[config.mk]
export PLATFORM = sky130hd
export DESIGN_NAME = cci_mpf_prim_rob_arb_flat
export DESIGN_NICKNAME = d
export VERILOG_FILES = /design/src/rtl/cci_mpf_prim_rob_arb_if.sv /design/src/rtl/cci_mpf_prim_rob_arb.sv /design/src/flat_wrapper.sv
export SDC_FILE = /design/constraint.sdc
export NUM_CORES = 1
export LEC_CHECK = 0
export BUFFER_PORTS_ARGS = -buffer_cell sky130_fd_sc_hd__buf_2
export CAP_MARGIN = 25
export CELL_PAD_IN_SITES_DETAIL_PLACEMENT = 1
export CELL_PAD_IN_SITES_GLOBAL_PLACEMENT = 1
export CORE_ASPECT_RATIO = 0.75
export CORE_MARGIN = 2
export CORE_UTILIZATION = 31
export CTS_CLUSTER_DIAMETER = 60
export DETAILED_ROUTE_END_ITERATION = 16
export PLACE_DENSITY = 0.81
export SYNTH_ARGS = -nofsm -noshare
export SYNTH_HDL_FRONTEND = slang
export SYNTH_SLANG_ARGS = --single-unit
export TNS_END_PERCENT = 30
[constraint.sdc]
create_clock -name clk -period 3.3 [get_ports clk]
set_input_delay 0 -clock clk [delete_from_list [all_inputs] [get_ports clk]]
set_output_delay 0 -clock clk [all_outputs]
set_load 0.02 [all_outputs]
[src/rtl/cci_mpf_prim_rob_arb_if.sv]
// rtl/cci_mpf_prim_rob_arb_if.sv - request, ROB allocate/drain and response signals of the ROB arbiter
// slave is the arbiter side; master is the requester/ROB side.
interface cci_mpf_prim_rob_arb_if #(
  parameter int N_ENTRIES           = 32,
  parameter int MAX_ALLOC_PER_CYCLE = 4
);
  localparam int IDX_W = $clog2(N_ENTRIES);
  localparam int LEN_W = $clog2(MAX_ALLOC_PER_CYCLE) + 1;
  localparam int CNT_W = IDX_W + 1;

  logic [1:0]       req_valid;
  logic [LEN_W-1:0] req_len [2];
  logic [1:0]       req_grant;
  logic [IDX_W-1:0] grantIdx;

  logic [LEN_W-1:0] rob_alloc;
  logic             rob_allocMeta;
  logic             rob_notFull;
  logic [IDX_W-1:0] rob_allocIdx;

  logic             rob_notEmpty;
  logic             rob_deq_en;
  logic             rob_T2_firstMeta;

  logic [1:0]       rsp_valid;
  logic [CNT_W-1:0] outstanding [2];

  modport slave (
    input  req_valid, req_len, rob_notFull, rob_allocIdx, rob_notEmpty, rob_T2_firstMeta,
    output req_grant, grantIdx, rob_alloc, rob_allocMeta, rob_deq_en, rsp_valid, outstanding
  );

  modport master (
    output req_valid, req_len, rob_notFull, rob_allocIdx, rob_notEmpty, rob_T2_firstMeta,
    input  req_grant, grantIdx, rob_alloc, rob_allocMeta, rob_deq_en, rsp_valid, outstanding
  );
endinterface

[src/rtl/cci_mpf_prim_rob_arb.sv]
// rtl/cci_mpf_prim_rob_arb.sv - two-requester round-robin arbiter for a shared ROB with per-requester line tracking
// Define CCI_MPF_ROB_ARB_QUOTA_EN to cap each requester's outstanding lines at QUOTA.
module cci_mpf_prim_rob_arb #(
  parameter int N_ENTRIES           = 32,
  parameter int MAX_ALLOC_PER_CYCLE = 4,
  parameter int QUOTA               = 16
) (
  input  logic                     clk,
  input  logic                     reset,
  cci_mpf_prim_rob_arb_if.slave    arb
);
  localparam int IDX_W = $clog2(N_ENTRIES);
  localparam int LEN_W = $clog2(MAX_ALLOC_PER_CYCLE) + 1;
  localparam int CNT_W = IDX_W + 1;

  logic             prio;
  logic             deq_q;
  logic             deq_qq;
  logic [CNT_W-1:0] out_cnt [2];
  logic [1:0]       qual;
  logic [1:0]       quota_ok;
  logic [1:0]       grant;
  logic [1:0]       rsp;
  logic [CNT_W:0]   inc_sum [2];
  logic [CNT_W-1:0] add_len [2];

  always_comb begin
    for (int r = 0; r < 2; r++) begin
`ifdef CCI_MPF_ROB_ARB_QUOTA_EN
      // One extra bit so a nearly-full counter plus a max-length request cannot wrap.
      quota_ok[r] = (({1'b0, out_cnt[r]} + (CNT_W+1)'(arb.req_len[r])) <= (CNT_W+1)'(QUOTA));
`else
      quota_ok[r] = 1'b1;
`endif
      qual[r] = arb.req_valid[r] && (arb.req_len[r] != '0) &&
                (arb.req_len[r] <= LEN_W'(MAX_ALLOC_PER_CYCLE)) &&
                arb.rob_notFull && !reset && quota_ok[r];
    end

    grant = 2'b00;
    if (qual[prio])
      grant[prio] = 1'b1;
    else if (qual[~prio])
      grant[~prio] = 1'b1;
  end

  assign arb.req_grant     = grant;
  assign arb.rob_alloc     = (grant != 2'b00) ? arb.req_len[grant[1]] : '0;
  assign arb.rob_allocMeta = grant[1];
  assign arb.grantIdx      = arb.rob_allocIdx;
  assign arb.rob_deq_en    = arb.rob_notEmpty & ~reset;

  // The ROB presents the dequeued entry's metadata two cycles after deq_en.
  assign rsp[0]        = deq_qq & ~reset & ~arb.rob_T2_firstMeta;
  assign rsp[1]        = deq_qq & ~reset &  arb.rob_T2_firstMeta;
  assign arb.rsp_valid = rsp;

  always_comb begin
    for (int r = 0; r < 2; r++) begin
      add_len[r]        = grant[r] ? CNT_W'(arb.req_len[r]) : '0;
      inc_sum[r]        = {1'b0, out_cnt[r]} + {1'b0, add_len[r]};
      arb.outstanding[r] = out_cnt[r];
    end
  end

  always_ff @(posedge clk) begin
    if (reset) begin
      prio   <= 1'b0;
      deq_q  <= 1'b0;
      deq_qq <= 1'b0;
      for (int r = 0; r < 2; r++)
        out_cnt[r] <= '0;
    end else begin
      if (grant != 2'b00)
        prio <= ~grant[1];
      deq_q  <= arb.rob_deq_en;
      deq_qq <= deq_q;
      for (int r = 0; r < 2; r++)
        out_cnt[r] <= out_cnt[r] + add_len[r] - CNT_W'(rsp[r]);
    end
  end

  always_ff @(posedge clk) begin
    if (!reset) begin
      for (int r = 0; r < 2; r++) begin
        assert (inc_sum[r] >= (CNT_W+1)'(rsp[r]));
        assert ((inc_sum[r] - (CNT_W+1)'(rsp[r])) <= (CNT_W+1)'(N_ENTRIES));
      end
    end
  end
endmodule

[src/flat_wrapper.sv]
// flat-port wrapper written by rule: the top's interface ports become plain ports
module cci_mpf_prim_rob_arb_flat 
#(
  parameter int N_ENTRIES           = 32,
  parameter int MAX_ALLOC_PER_CYCLE = 4,
  parameter int QUOTA               = 16
)
  (clk, reset, arb_req_valid, arb_req_len, arb_rob_notFull, arb_rob_allocIdx, arb_rob_notEmpty, arb_rob_T2_firstMeta, arb_req_grant, arb_grantIdx, arb_rob_alloc, arb_rob_allocMeta, arb_rob_deq_en, arb_rsp_valid, arb_outstanding);
  cci_mpf_prim_rob_arb_if #(.N_ENTRIES(N_ENTRIES), .MAX_ALLOC_PER_CYCLE(MAX_ALLOC_PER_CYCLE)) arb_i ();
  input  logic clk;
  input  logic reset;
  input wire logic [$bits(arb_i.req_valid)-1:0] arb_req_valid;
  input wire logic [$bits(arb_i.req_len)-1:0] arb_req_len;
  input wire logic [$bits(arb_i.rob_notFull)-1:0] arb_rob_notFull;
  input wire logic [$bits(arb_i.rob_allocIdx)-1:0] arb_rob_allocIdx;
  input wire logic [$bits(arb_i.rob_notEmpty)-1:0] arb_rob_notEmpty;
  input wire logic [$bits(arb_i.rob_T2_firstMeta)-1:0] arb_rob_T2_firstMeta;
  output wire logic [$bits(arb_i.req_grant)-1:0] arb_req_grant;
  output wire logic [$bits(arb_i.grantIdx)-1:0] arb_grantIdx;
  output wire logic [$bits(arb_i.rob_alloc)-1:0] arb_rob_alloc;
  output wire logic [$bits(arb_i.rob_allocMeta)-1:0] arb_rob_allocMeta;
  output wire logic [$bits(arb_i.rob_deq_en)-1:0] arb_rob_deq_en;
  output wire logic [$bits(arb_i.rsp_valid)-1:0] arb_rsp_valid;
  output wire logic [$bits(arb_i.outstanding)-1:0] arb_outstanding;
  assign arb_i.req_valid = arb_req_valid;
  assign arb_i.req_len = {>>{arb_req_len}};
  assign arb_i.rob_notFull = arb_rob_notFull;
  assign arb_i.rob_allocIdx = arb_rob_allocIdx;
  assign arb_i.rob_notEmpty = arb_rob_notEmpty;
  assign arb_i.rob_T2_firstMeta = arb_rob_T2_firstMeta;
  assign arb_req_grant = arb_i.req_grant;
  assign arb_grantIdx = arb_i.grantIdx;
  assign arb_rob_alloc = arb_i.rob_alloc;
  assign arb_rob_allocMeta = arb_i.rob_allocMeta;
  assign arb_rob_deq_en = arb_i.rob_deq_en;
  assign arb_rsp_valid = arb_i.rsp_valid;
  assign arb_outstanding = {>>{arb_i.outstanding}};
  cci_mpf_prim_rob_arb #(.N_ENTRIES(N_ENTRIES), .MAX_ALLOC_PER_CYCLE(MAX_ALLOC_PER_CYCLE), .QUOTA(QUOTA)) u_core (.clk(clk), .reset(reset), .arb(arb_i));
endmodule
# --- After elaboration in Yosys (flattened, before gate mapping) ---
# Memory sizes are Yosys's and may differ from the RTL's.
# Index checks and enable logic that the tools add are counted.
word_totals:
  reg_bits: 3
  ramBits: 12
  in_bits: 18
  memories: 1
op_classes:
  addsub: 4
  magnitude_cmp: 7
  muxes: 21
  bitwise_logic: 11
  n_reduce_logical: 14
mem_list:
  columns: ["memory", "words", "word_bits", "rd", "rd_clocked_by_memory_dff", "write_ports", "line", "rtl"]
  rows:
  - ["u_core.out_cnt", 2, 6, 2, 0, 2, "cci_mpf_prim_rob_arb.sv:19", "logic [CNT_W-1:0] out_cnt [2];"]
op_table:
  columns: ["operator", "n"]
  rows:
  - ["3-bit two-way mux", 6]
  - ["6-bit adder", 2]
  - ["6-bit two-way mux", 2]
  - ["6-bit by 1-bit subtractor with 6-bit output", 2]
  - ["1-bit logical AND", 10]
  - ["1-bit two-way mux", 9]
  - ["3-bit <= comparator (second input constant)", 2]
  - ["3-bit nonzero test", 2]
  - ["1-bit AND", 4]
  - ["1-bit by 2-bit < comparator with 1-bit output (second input constant)", 2]
  - ["2-bit two-way mux", 2]
  - ["1-bit inverter", 4]
  - ["1-bit demux with 1-bit select", 2]
  - ["1-bit greater-or-equal comparator (second input constant)", 2]
  - ["2-bit greater-or-equal comparator (second input constant)", 1]
  - ["1-bit inverter with 2-bit output", 1]
  - ["1-bit bitwise OR", 2]
  - ["2-bit nonzero test", 1]
  - ["1-bit zero test", 1]

# --- Longest topological paths before layout ---
# Gate-level depths: netlist (run 1).
depth:
  ltp_word: 14
  depth_mapped: 11

# --- Worst setup path after synthesis (run 1) ---
# No wires, ideal clock.
synth_path:
  kind: "reg-to-reg"
  start: "reg u_core.deq_qq"
  end: "mem u_core.out_cnt[0][4] (netlist name)"
  arrival_time_ps: 2239
  required_ps: 3172
  setup_slack_ps: 934
  path_stages_with_launch: 10
  path_buffers: 0
  path_cell_list: "dfxtp_1 -> nor3b_1 -> ha_1 -> inv_1 -> ha_1 -> fa_1 -> a21o_1 -> a21oi_1 -> xor2_1 -> nor2_1"
synth_lines:
  columns: ["element", "line", "rtl"]
  rows:
  - ["from (decl)", "cci_mpf_prim_rob_arb.sv:18", "logic deq_qq;"]
  - ["from (signal assigned)", "cci_mpf_prim_rob_arb.sv:77", "deq_qq <= deq_q;"]
  - ["to (decl)", "cci_mpf_prim_rob_arb.sv:19", null]

==> results.json, run 1 <==
{
  "grt_pass1_wl_um": 4230,
  "p_per_area_nw_per_um2": 610,
  "cts_setup_buffers": 0,
  "setup_violations": 0,
  "grt_use_total_pct": 12.8,
  "antenna_found_initial": 0,
  "die_x_um": 75.1,
  "via_per_inst": 4.59,
  "hpwl_um": 2080,
  "syn_to_final_growth_pct": 20.5,
  "ys_dominant_reg_cell": "dfxtp_1",
  "core_area_um2": 3640,
  "p_leak_nw": 0.703,
  "die_area_um2": 4300,
  "grt_max_degree": 25,
  "cts_tree": "done",
  "stdcell_count": 228,
  "grt_pass1_vias": 937,
  "die_h_um": 57.3,
  "synth_edf_count": 0,
  "async_flop_share_pct": 0,
  "route.detailed.drc": 0,
  "seq_area_frac_synth_pct": 25.6,
  "routedWlPerCell_um": 11.3,
  "rsz0062_at_grt": "false",
  "netSwitchingFraction_pct": 41.9,
  "pwr-share-seq_pct": 29.4,
  "ios": 44,
  "synth_area_um2": 1170,
  "hold_end": "arb_grantIdx[1]",
  "crit-reg2reg-capture": "u_core.out_cnt[0][10]",
  "syn_nets": 181,
  "min_path_cells": 0,
  "hold_path.class": "in2out",
  "path_clk_slew_ns": 0.06,
  "start_kind": "input port",
  "layout-drive-gt1-share_pct": 23.9,
  "cts_max_level": 1,
  "drv_cap": 0,
  "root_buffer": "clkbuf_8",
  "io_buffers": 33,
  "finalPower_mw": 0.862,
  "synth_commonest_cells": "inv_1 (26), ha_1 (16), dfxtp_1 (15)",
  "irDropWorstVdd_v": 0.000408,
  "required_ns": 3.44,
  "postLayoutCoreUtil_pct": 38.9,
  "place_inst": 223,
  "cts_sinks": 15,
  "switchingPower_mw": 0.361,
  "syn_inst": 145,
  "synthDistinctLibCells": 31,
  "synth_most_common_cell": "inv_1",
  "ys_ff_latch": 15,
  "ctsLongestPathBuffers": 2,
  "fin_crit_ns": 2.29,
  "final_antenna_net_count": 0,
  "diodes": 0,
  "nNetsFinal": 213,
  "status": "finished, final reports clean",
  "dr.pass1.iters": 4,
  "gp_congestion": 0.797,
  "clock_latency_ns": 0.25,
  "relSlewSlack_pct": 76.7,
  "critical_path_class": "in2reg",
  "critPathMaxFanout": 7,
  "whs_ns": 0.00000728,
  "vias": 1046,
  "row_count": 19,
  "worstReg2RegStart": "u_core.prio",
  "wirelength_um": 2570,
  "slew_violations": 0,
  "p_int_mw": 0.501,
  "worstRegToRegCells": 9,
  "synth_area_leaders": "dfxtp_1 (26%), ha_1 (17%), inv_1 (8.3%)",
  "clock_skew_ns": 0.00271,
  "syn_avg_cell_area_um2": 8.09,
  "grt-ovfl-total": 0,
  "setup_tns_ns": 0,
  "max_freq_ghz": 0.437,
  "fin_crit_sh_pct": 69.3,
  "worst_ep_arrival_time_ns": 2.42,
  "combPwrFrac_pct": 52.9,
  "finalHoldViolCount": 0,
  "clkPwrFrac_pct": 17.8,
  "yosysTopAreaCellShare_pct": 25.6,
  "yosysTopAreaCell": "dfxtp_1",
  "holdCritStartpoint": "arb_rob_allocIdx[1]",
  "cp-end-kind": "flip-flop",
  "cts_resized": 0,
  "first_iter_violations": 56,
  "hold_buffers": 1,
  "r2r_slack_ns": 1.07,
  "worst_pin_slew_ns": 0.345,
  "ys_warn_count": 0,
  "cts_buffers": 3,
  "start_util_pct": 32.3
}
[stage by stage]
step | area (um^2) | setup slack (ns)
after floorplan | 1170 | 0.934
after global placement | 1360 | 0.773
after detailed placement | 1360 | 0.753
after CTS | 1410 | 1.02
after global routing | 1410 | 0.871
final | 1410 | 1.01
[worst max-delay path, stage by stage]
cell and delay [ns]:
buf_2 0.12, or3_1 0.39, and4_4 0.21, a21oi_4 0.21, nand3_1 0.11, ha_1 0.29, inv_1 0.06, fa_1 0.47
a21o_1 0.19, a21oi_1 0.17, xor2_1 0.15, nor2_1 0.05
[registers in the layout, summed over array words and instances (netlist names)]
name            cells
u_core.deq_qq       1
u_core.prio         1
u_core.deq_q        1
u_core.out_cnt     12
[cells in the final DEF, fill, tap and decap left out]
cell type,n
buf_2,33
nand2b_1,1
nor3_1,4
a32o_1,3
and4_4,1
a21oi_1,8
dlygate4sd3_1,1
a21oi_4,1
nor2_1,6
ha_1,16
nand3b_1,1
nand2_1,12
xor2_1,2
and3_1,2
fa_1,2
buf_4,1
nand4_1,1
a211oi_1,1
clkbuf_1,1
o211a_2,1
nand4_2,1
dfxtp_1,15
o21ai_0,6
inv_1,26
and2_1,2
or3_1,2
nor2b_1,7
nor3b_1,5
a21o_1,2
clkbuf_8,3
nand3_1,2
xnor2_1,4
or2_2,1
o211ai_1,2
[how the worst max path moves through the flow]
| stage | start | endpoint | slack (ns) | cells after the start |
|---|---|---|---|---|
| finish | arb_req_len[1] | u_core.out_cnt[0][4] | 1.01 | 12 |
| global route | arb_req_len[1] | u_core.out_cnt[0][4] | 0.87 | 12 |
| CTS | arb_req_len[1] | u_core.out_cnt[0][4] | 1.02 | 12 |
| detailed placement | arb_req_len[1] | u_core.out_cnt[0][4] | 0.75 | 12 |
| global placement | arb_req_len[1] | u_core.out_cnt[0][4] | 0.77 | 12 |
| floorplan | u_core.deq_qq | u_core.out_cnt[0][4] | 0.93 | 9 |
[metal layers]
metal | track usage (%) | vias to the layer above | part of all wire, %
met5 | 0 | - | 0
met3 | 4.42 | 2 | 5.9
met2 | 20.1 | 21 | 45
li1 | - | 538 | -
met4 | 2.30 | 0 | 0.31
met1 | 17.3 | 485 | 49
[logic make-up (layout without fill, tap and decap cells)]
family / count (synthesis) / after routing / share of synthesized area, %
AO/OA/AOI/OAI: 24 / 24 / 14.0
adder cells (fa/ha/maj): 18 / 18 / 20.5
XOR/XNOR: 6 / 6 / 4.48
AND/OR/NAND/NOR: 48 / 48 / 22.7
flip-flops: 15 / 15 / 25.6
buffers and inverters: 34 / 65 / 12.8
[power by group through the flow]
stage / logic, mW / clock network, mW / registers, mW
3_3_place_gp: 0.449 / 0 / 0.258
6_report: 0.456 / 0.153 / 0.253
4_1_cts: 0.461 / 0.160 / 0.254
5_1_grt: 0.515 / 0.167 / 0.260
3_5_place_dp: 0.456 / 0 / 0.257
2_1_floorplan: 0.306 / 0 / 0.302
[cell type report]
class                      instances  area (um^2)
multi-input combinational         96          723
inverter                          26         97.6
sequential                        15          300
fill                             463         2220
clock buffer                       4         45.0
timing repair buffer              35          183
tap                               52         65.1
(Power assumes the default switching activity.)
==> run 2, diff against run 1 <==
--- a/config.mk
+++ b/config.mk
@@ -5,16 +5,17 @@
 export SDC_FILE = /design/constraint.sdc
 export NUM_CORES = 1
 export LEC_CHECK = 0
+export ABC_AREA = 1
 export BUFFER_PORTS_ARGS = -buffer_cell sky130_fd_sc_hd__buf_2
 export CAP_MARGIN = 25
 export CELL_PAD_IN_SITES_DETAIL_PLACEMENT = 1
 export CELL_PAD_IN_SITES_GLOBAL_PLACEMENT = 1
 export CORE_ASPECT_RATIO = 0.75
 export CORE_MARGIN = 2
-export CORE_UTILIZATION = 31
+export CORE_UTILIZATION = 30
 export CTS_CLUSTER_DIAMETER = 60
 export DETAILED_ROUTE_END_ITERATION = 16
-export PLACE_DENSITY = 0.81
+export PLACE_DENSITY = 0.84
 export SYNTH_ARGS = -nofsm -noshare
 export SYNTH_HDL_FRONTEND = slang
 export SYNTH_SLANG_ARGS = --single-unit
==> constraint.sdc (replaced) <==
create_clock -name clk -period 1.87 [get_ports clk]
set_input_delay 0 -clock clk [delete_from_list [all_inputs] [get_ports clk]]
set_output_delay 0 -clock clk [all_outputs]
set_load 0.02 [all_outputs]
==> results.json, run 2 <==
{
  "ios": 44,
  "layout-drive-gt1-share_pct": 46.9,
  "relSlewSlack_pct": 80.9,
  "dr.pass1.iters": 4,
  "grt_pass1_wl_um": 6960,
  "worst_pin_slew_ns": 0.285,
  "yosysTopAreaCellShare_pct": 23.9,
  "antenna_found_initial": 0,
  "gp_congestion": 0.781,
  "clock_skew_ns": 0.00366,
  "ys_warn_count": 0,
  "seq_area_frac_synth_pct": 23.9,
  "syn_inst": 194,
  "grt_max_degree": 10,
  "hold_path.class": "in2out",
  "startpoint": "u_core.prio",
  "irDropWorstVdd_v": 0.000507,
  "cts_max_level": 1,
  "root_buffer": "clkbuf_8",
  "netSwitchingFraction_pct": 46.6,
  "route.detailed.drc": 0,
  "worstReg2RegStart": "u_core.prio",
  "place_inst": 296,
  "clkPwrFrac_pct": 16.2,
  "ys_dominant_reg_cell": "dfxtp_1",
  "synthDistinctLibCells": 23,
  "die_area_um2": 4740,
  "max_freq_ghz": 0.492,
  "clock_latency_ns": 0.26,
  "die_x_um": 78.8,
  "row_count": 20,
  "critPathMaxFanout": 4,
  "first_iter_violations": 30,
  "vias": 1408,
  "largest_reg_flops": 12,
  "stdcell_count": 313,
  "finalPower_mw": 1.73,
  "ctsLongestPathBuffers": 2,
  "syn_nets": 230,
  "nNetsFinal": 295,
  "worst_slack_ns": -0.161,
  "status": "finished with violations",
  "p_per_area_nw_per_um2": 886,
  "holdCritStartpoint": "arb_rob_allocIdx[4]",
  "grt_pass1_vias": 1507,
  "yosysTopAreaCell": "dfxtp_1",
  "synth_edf_count": 0,
  "cp-end-kind": "flip-flop",
  "diodes": 0,
  "top_register": "u_core.out_cnt",
  "path_clk_slew_ns": 0.07,
  "rsz0062_at_grt": "true",
  "final_common_cell": "inv_1",
  "slew_violations": 0,
  "violations": "setup timing",
  "ys_ff_latch": 15,
  "setup_violations": 6,
  "via_per_inst": 4.50,
  "synth_most_common_cell": "inv_1",
  "critical_path_class": "reg2reg",
  "cts_buffers": 3,
  "combPwrFrac_pct": 58.2,
  "switchingPower_mw": 0.805,
  "p_int_mw": 0.925,
  "syn_to_final_growth_pct": 55.2,
  "hpwl_um": 2850,
  "routedWlPerCell_um": 14.3,
  "die_h_um": 60.1,
  "grt_use_total_pct": 19.2,
  "cts_tree": "done",
  "core_area_um2": 4030,
  "syn_avg_cell_area_um2": 6.49,
  "start_util_pct": 31.2,
  "start_kind": "flip-flop",
  "pwr-share-seq_pct": 25.6,
  "worst_ep_arrival_time_ns": 2.19,
  "io_buffers": 33,
  "nFillCells": 527,
  "synth_area_um2": 1260,
  "p_leak_nw": 1.10,
  "final_antenna_net_count": 0,
  "synth_area_leaders": "dfxtp_1 (24%), ha_1 (16%), inv_1 (14%)",
  "wirelength_um": 4480,
  "fin_crit_ns": 2.03,
  "required_ns": 2.03,
  "fin_crit_sh_pct": 109,
  "final_cell_mix": "inv_1 (40), nand2_1 (39), buf_2 (33), buf_4 (33), nor2_1 (24)",
  "drv_cap": 0,
  "async_flop_share_pct": 0,
  "finalHoldViolCount": 0,
  "grt-ovfl-total": 0,
  "synth_commonest_cells": "inv_1 (48), nand2_1 (43), nor2_1 (26)",
  "cts_sinks": 15
}
[run 2: cell types whose count changed in the layout (fill, tap and decap cells not counted), sizes merged, moves of 5 or more]
| cell | change |
|---|---|
| nor2b | -7 |
| nor2 | +21 |
| nand3 | +9 |
| buf | +33 |
| inv | +26 |
| nand2 | +32 |
| nor3b | -5 |
[run 2: power groups by stage]
stage,registers [mW],logic [mW],clock network [mW]
floorplan,0.521,0.535,0
global placement,0.443,0.800,0
detailed placement,0.448,0.845,0
CTS,0.442,0.926,0.294
global route,0.450,1.12,0.310
finish,0.443,1.01,0.280
[run 2: worst max-delay path, cell delays in order (launching register included)]
cell     delay, ns
dfxtp_2       0.34
nand4_1       0.23
nand3_2       0.16
ha_4          0.29
inv_2         0.05
fa_2          0.36
nand2_1       0.08
nand2_1       0.07
a21oi_2       0.17
nand2_1       0.08
nand2_1       0.07
nor2_1        0.04
[run 2: final timing paths]
kind	to	slack [ns]	depth (start not counted)
hold / removal	arb_grantIdx[4]	0.000008	0
setup reg to reg	u_core.out_cnt[0][4]	-0.16	11
setup / recovery	u_core.out_cnt[0][4]	-0.16	11
hold reg to reg	u_core.deq_qq	0.40	2
[run 2: per-stage QoR]
step / instance area, um^2 / util (%) / TNS [ns] / hold WS, ns / worst slack, ns
after floorplan: 1290 / - / 0 / 0.0302 / 0.00738
after global placement: 1620 / 40.2 / -0.481 / 0.000137 / -0.144
after detailed placement: 1620 / 40.2 / -0.849 / 0.000137 / -0.170
after CTS: 1860 / 46.1 / -0.0789 / 0.000137 / -0.0266
after global routing: 1950 / 48.5 / -1.09 / 0.0000331 / -0.207
final: 1950 / 48.5 / -0.356 / 0.00000758 / -0.161
[run 2: metal layers]
metal	vias to the layer above	GRT usage (%)	wire, um
met5	-	0	0
met4	0	4.26	38
met3	7	4.23	178
met2	34	38.5	2450
met1	668	20.9	1810
li1	699	-	-
[run 2: what timing repair did]
action,in CTS,in global routing
resized for setup,30,12
hold endpoints to repair,1,0
gates cloned,0,0
setup endpoints to repair,7,9
setup buffers,7,5
hold buffers,1,0
pin swaps,13,5
[run 2: area by class of cell]
class                      count  area, um^2  area share (%)
clock buffer                   3        41.3            2.11
clock inverter                 1        5.00           0.256
inverter                      54         205            10.5
multi-input combinational    117         893            45.7
sequential                    15         305            15.6
tap                           55        68.8            3.52
timing repair buffer          68         434            22.2
[run 2: kinds of logic (layout without fill, tap and decap cells)]
family	count (synthesis)	in the layout	synth area share, %
fa+ha+maj	18	18	19.1
flops	15	15	23.9
buf+inv	62	126	21.2
simple gates	86	86	29.8
compound gates	13	13	6.06
==> run 3, diff against run 2 <==
--- a/config.mk
+++ b/config.mk
@@ -8,14 +8,12 @@
 export ABC_AREA = 1
 export BUFFER_PORTS_ARGS = -buffer_cell sky130_fd_sc_hd__buf_2
 export CAP_MARGIN = 25
-export CELL_PAD_IN_SITES_DETAIL_PLACEMENT = 1
-export CELL_PAD_IN_SITES_GLOBAL_PLACEMENT = 1
-export CORE_ASPECT_RATIO = 0.75
+export CORE_ASPECT_RATIO = 1.5
 export CORE_MARGIN = 2
-export CORE_UTILIZATION = 30
+export CORE_UTILIZATION = 31
 export CTS_CLUSTER_DIAMETER = 60
 export DETAILED_ROUTE_END_ITERATION = 16
-export PLACE_DENSITY = 0.84
+export PLACE_DENSITY = 0.63
 export SYNTH_ARGS = -nofsm -noshare
 export SYNTH_HDL_FRONTEND = slang
 export SYNTH_SLANG_ARGS = --single-unit
==> constraint.sdc (replaced) <==
create_clock -name clk -period 2.11 [get_ports clk]
set_input_delay 0 -clock clk [delete_from_list [all_inputs] [get_ports clk]]
set_output_delay 0 -clock clk [all_outputs]
set_load 0.02 [all_outputs]
==> results.json, run 3 (same netlist as run 2, synthesis figures left out) <==
{
  "largest_reg_flops": 12,
  "grt-ovfl-total": 0,
  "grt_max_degree": 10,
  "postLayoutCellArea_um2": 1510,
  "wl_met1_um": 1080,
  "setup_violations": 0,
  "worst_pin_slew_ns": 0.221,
  "grt_pass1_vias": 1139,
  "cp_num_buf_inv": 2,
  "irDropWorstVdd_v": 0.000516,
  "cts_buffers": 3,
  "dr.pass1.iters": 4,
  "cts_tree": "done",
  "worstReg2RegStart": "u_core.prio",
  "setup_tns_ns": 0,
  "final_cell_mix": "inv_1 (48), nand2_1 (43), buf_2 (33)",
  "status": "finished, final reports clean",
  "top_register": "u_core.out_cnt",
  "holdCritStartpoint": "arb_rob_allocIdx[4]",
  "final_common_cell": "inv_1",
  "final_antenna_net_count": 0,
  "path_cells": "inv_1 -> nand4_2 -> nand3_2 -> ha_1 -> inv_1 -> fa_2 -> nand2_1 -> nand2_1 -> a21oi_2 -> nand2_1 -> nand2_1 -> nor2_1",
  "startpoint": "u_core.prio",
  "path_delay_family": "adder cells",
  "fin_crit_ns": 1.92,
  "p_leak_nw": 0.942,
  "slowest_delay_ns": 0.40,
  "fin_crit_sh_pct": 91.2,
  "start_util_pct": 32.1,
  "route.detailed.drc": 0,
  "first_iter_violations": 11,
  "max_freq_ghz": 0.519,
  "vias": 1181,
  "slew_violations": 0,
  "ctsLongestPathBuffers": 2,
  "antenna_found_initial": 0,
  "dr_wl_met3_um": 120,
  "rsz0062_at_grt": "true",
  "cts_setup_buffers": 0,
  "row_count": 28,
  "path_clk_slew_ns": 0.07,
  "routedWlPerCell_um": 9.21,
  "core_area_um2": 3920,
  "cp-end-kind": "flip-flop",
  "grt_pass1_wl_um": 4450,
  "top_layer": "met4",
  "grt_use_total_pct": 11.9,
  "syn_to_final_growth_pct": 20.3,
  "worst_ep_arrival_time_ns": 2.07,
  "nNetsFinal": 263,
  "hold_path.class": "in2out",
  "dr_wl_met2_um": 1270,
  "gp_congestion": 0.787,
  "p_per_area_nw_per_um2": 882,
  "finalHoldViolCount": 0,
  "io_buffers": 33,
  "wirelength_um": 2500,
  "clock_skew_ns": 0.00119,
  "diodes": 0,
  "cts_sinks": 15,
  "r2r_slack_ns": 0.19,
  "cts_max_level": 1,
  "critical_path_class": "reg2reg",
  "critPathMostFrequentCell": "nand2_1",
  "via_per_inst": 4.36,
  "root_buffer": "clkbuf_8",
  "ios": 44,
  "start_kind": "flip-flop",
  "relSlewSlack_pct": 85.2,
  "die_x_um": 56.0,
  "required_ns": 2.26,
  "die_h_um": 82.0,
  "critPathMaxFanout": 5,
  "die_area_um2": 4600,
  "cpMaxStageDelayCell": "fa_2",
  "place_area_um2": 1430,
  "drv_cap": 0,
  "hpwl_um": 2080,
  "clock_latency_ns": 0.25,
  "layout-drive-gt1-share_pct": 24.3
}
## run 3: cell types whose count changed in the layout (fill, tap and decap cells not counted), moves of 4 or more
cell,delta
buf_4,-31
dfxtp_1,+4
dfxtp_2,-4
ha_1,+7
ha_4,-7
inv_1,+8
inv_2,-9
nand2_1,+4
nand3_1,+4
## run 3: worst paths after layout
check | endpoint | depth (start not counted)
worst max-delay path | u_core.out_cnt[0][10] | 12
worst min-delay path | arb_grantIdx[4] | 0
worst max register to register | u_core.out_cnt[0][10] | 12
worst min register to register | u_core.deq_qq | 2
## run 3: final cells by class
| class | count | area, um^2 |
|---|---|---|
| Sequential cell | 15 | 300 |
| Inverter | 54 | 205 |
| Clock buffer | 4 | 45.0 |
| Fill cell | 448 | 2410 |
| Tap cell | 45 | 56.3 |
| Multi-Input combinational cell | 117 | 717 |
| Timing Repair Buffer | 36 | 190 |
## run 3: report_power, final
part	switching (mW)	total, mW	leakage [nW]	internal (mW)
combinational	0.440	0.709	0.795	0.269
sequential	0.0362	0.383	0.124	0.346
clock	0.110	0.244	0.0228	0.134
total	0.586	1.34	0.942	0.749
## run 3: per-stage QoR
step / hold slack [ns] / std cells / worst slack (ns) / util (%) / power (mW)
5_1_grt: 0.0000304 / 271 / 0.00902 / 38.6 / 1.49
3_5_place_dp: 0.000137 / 266 / 0.0601 / 36.5 / 1.08
2_1_floorplan: 0.0889 / 194 / 0.0597 / - / 0.932
3_3_place_gp: 0.000137 / 266 / 0.0263 / 36.5 / 1.07
4_1_cts: 0.000137 / 271 / 0.0704 / 37.9 / 1.33
6_report: 0.00000882 / 271 / 0.185 / 38.6 / 1.34
## run 3: layer usage
layer / global-route usage (%) / vias to the layer above
met5: 0 / -
li1: - / 637
met4: 3.57 / 0
met1: 13.2 / 515
met3: 2.36 / 4
met2: 22.7 / 25
## run 3: timing repair
action                                  in CTS  in global routing
endpoints found under the hold margin        1                  0
resized for setup                            0                  6
hold buffers                                 1                  0
endpoints found under the setup margin       0                  4
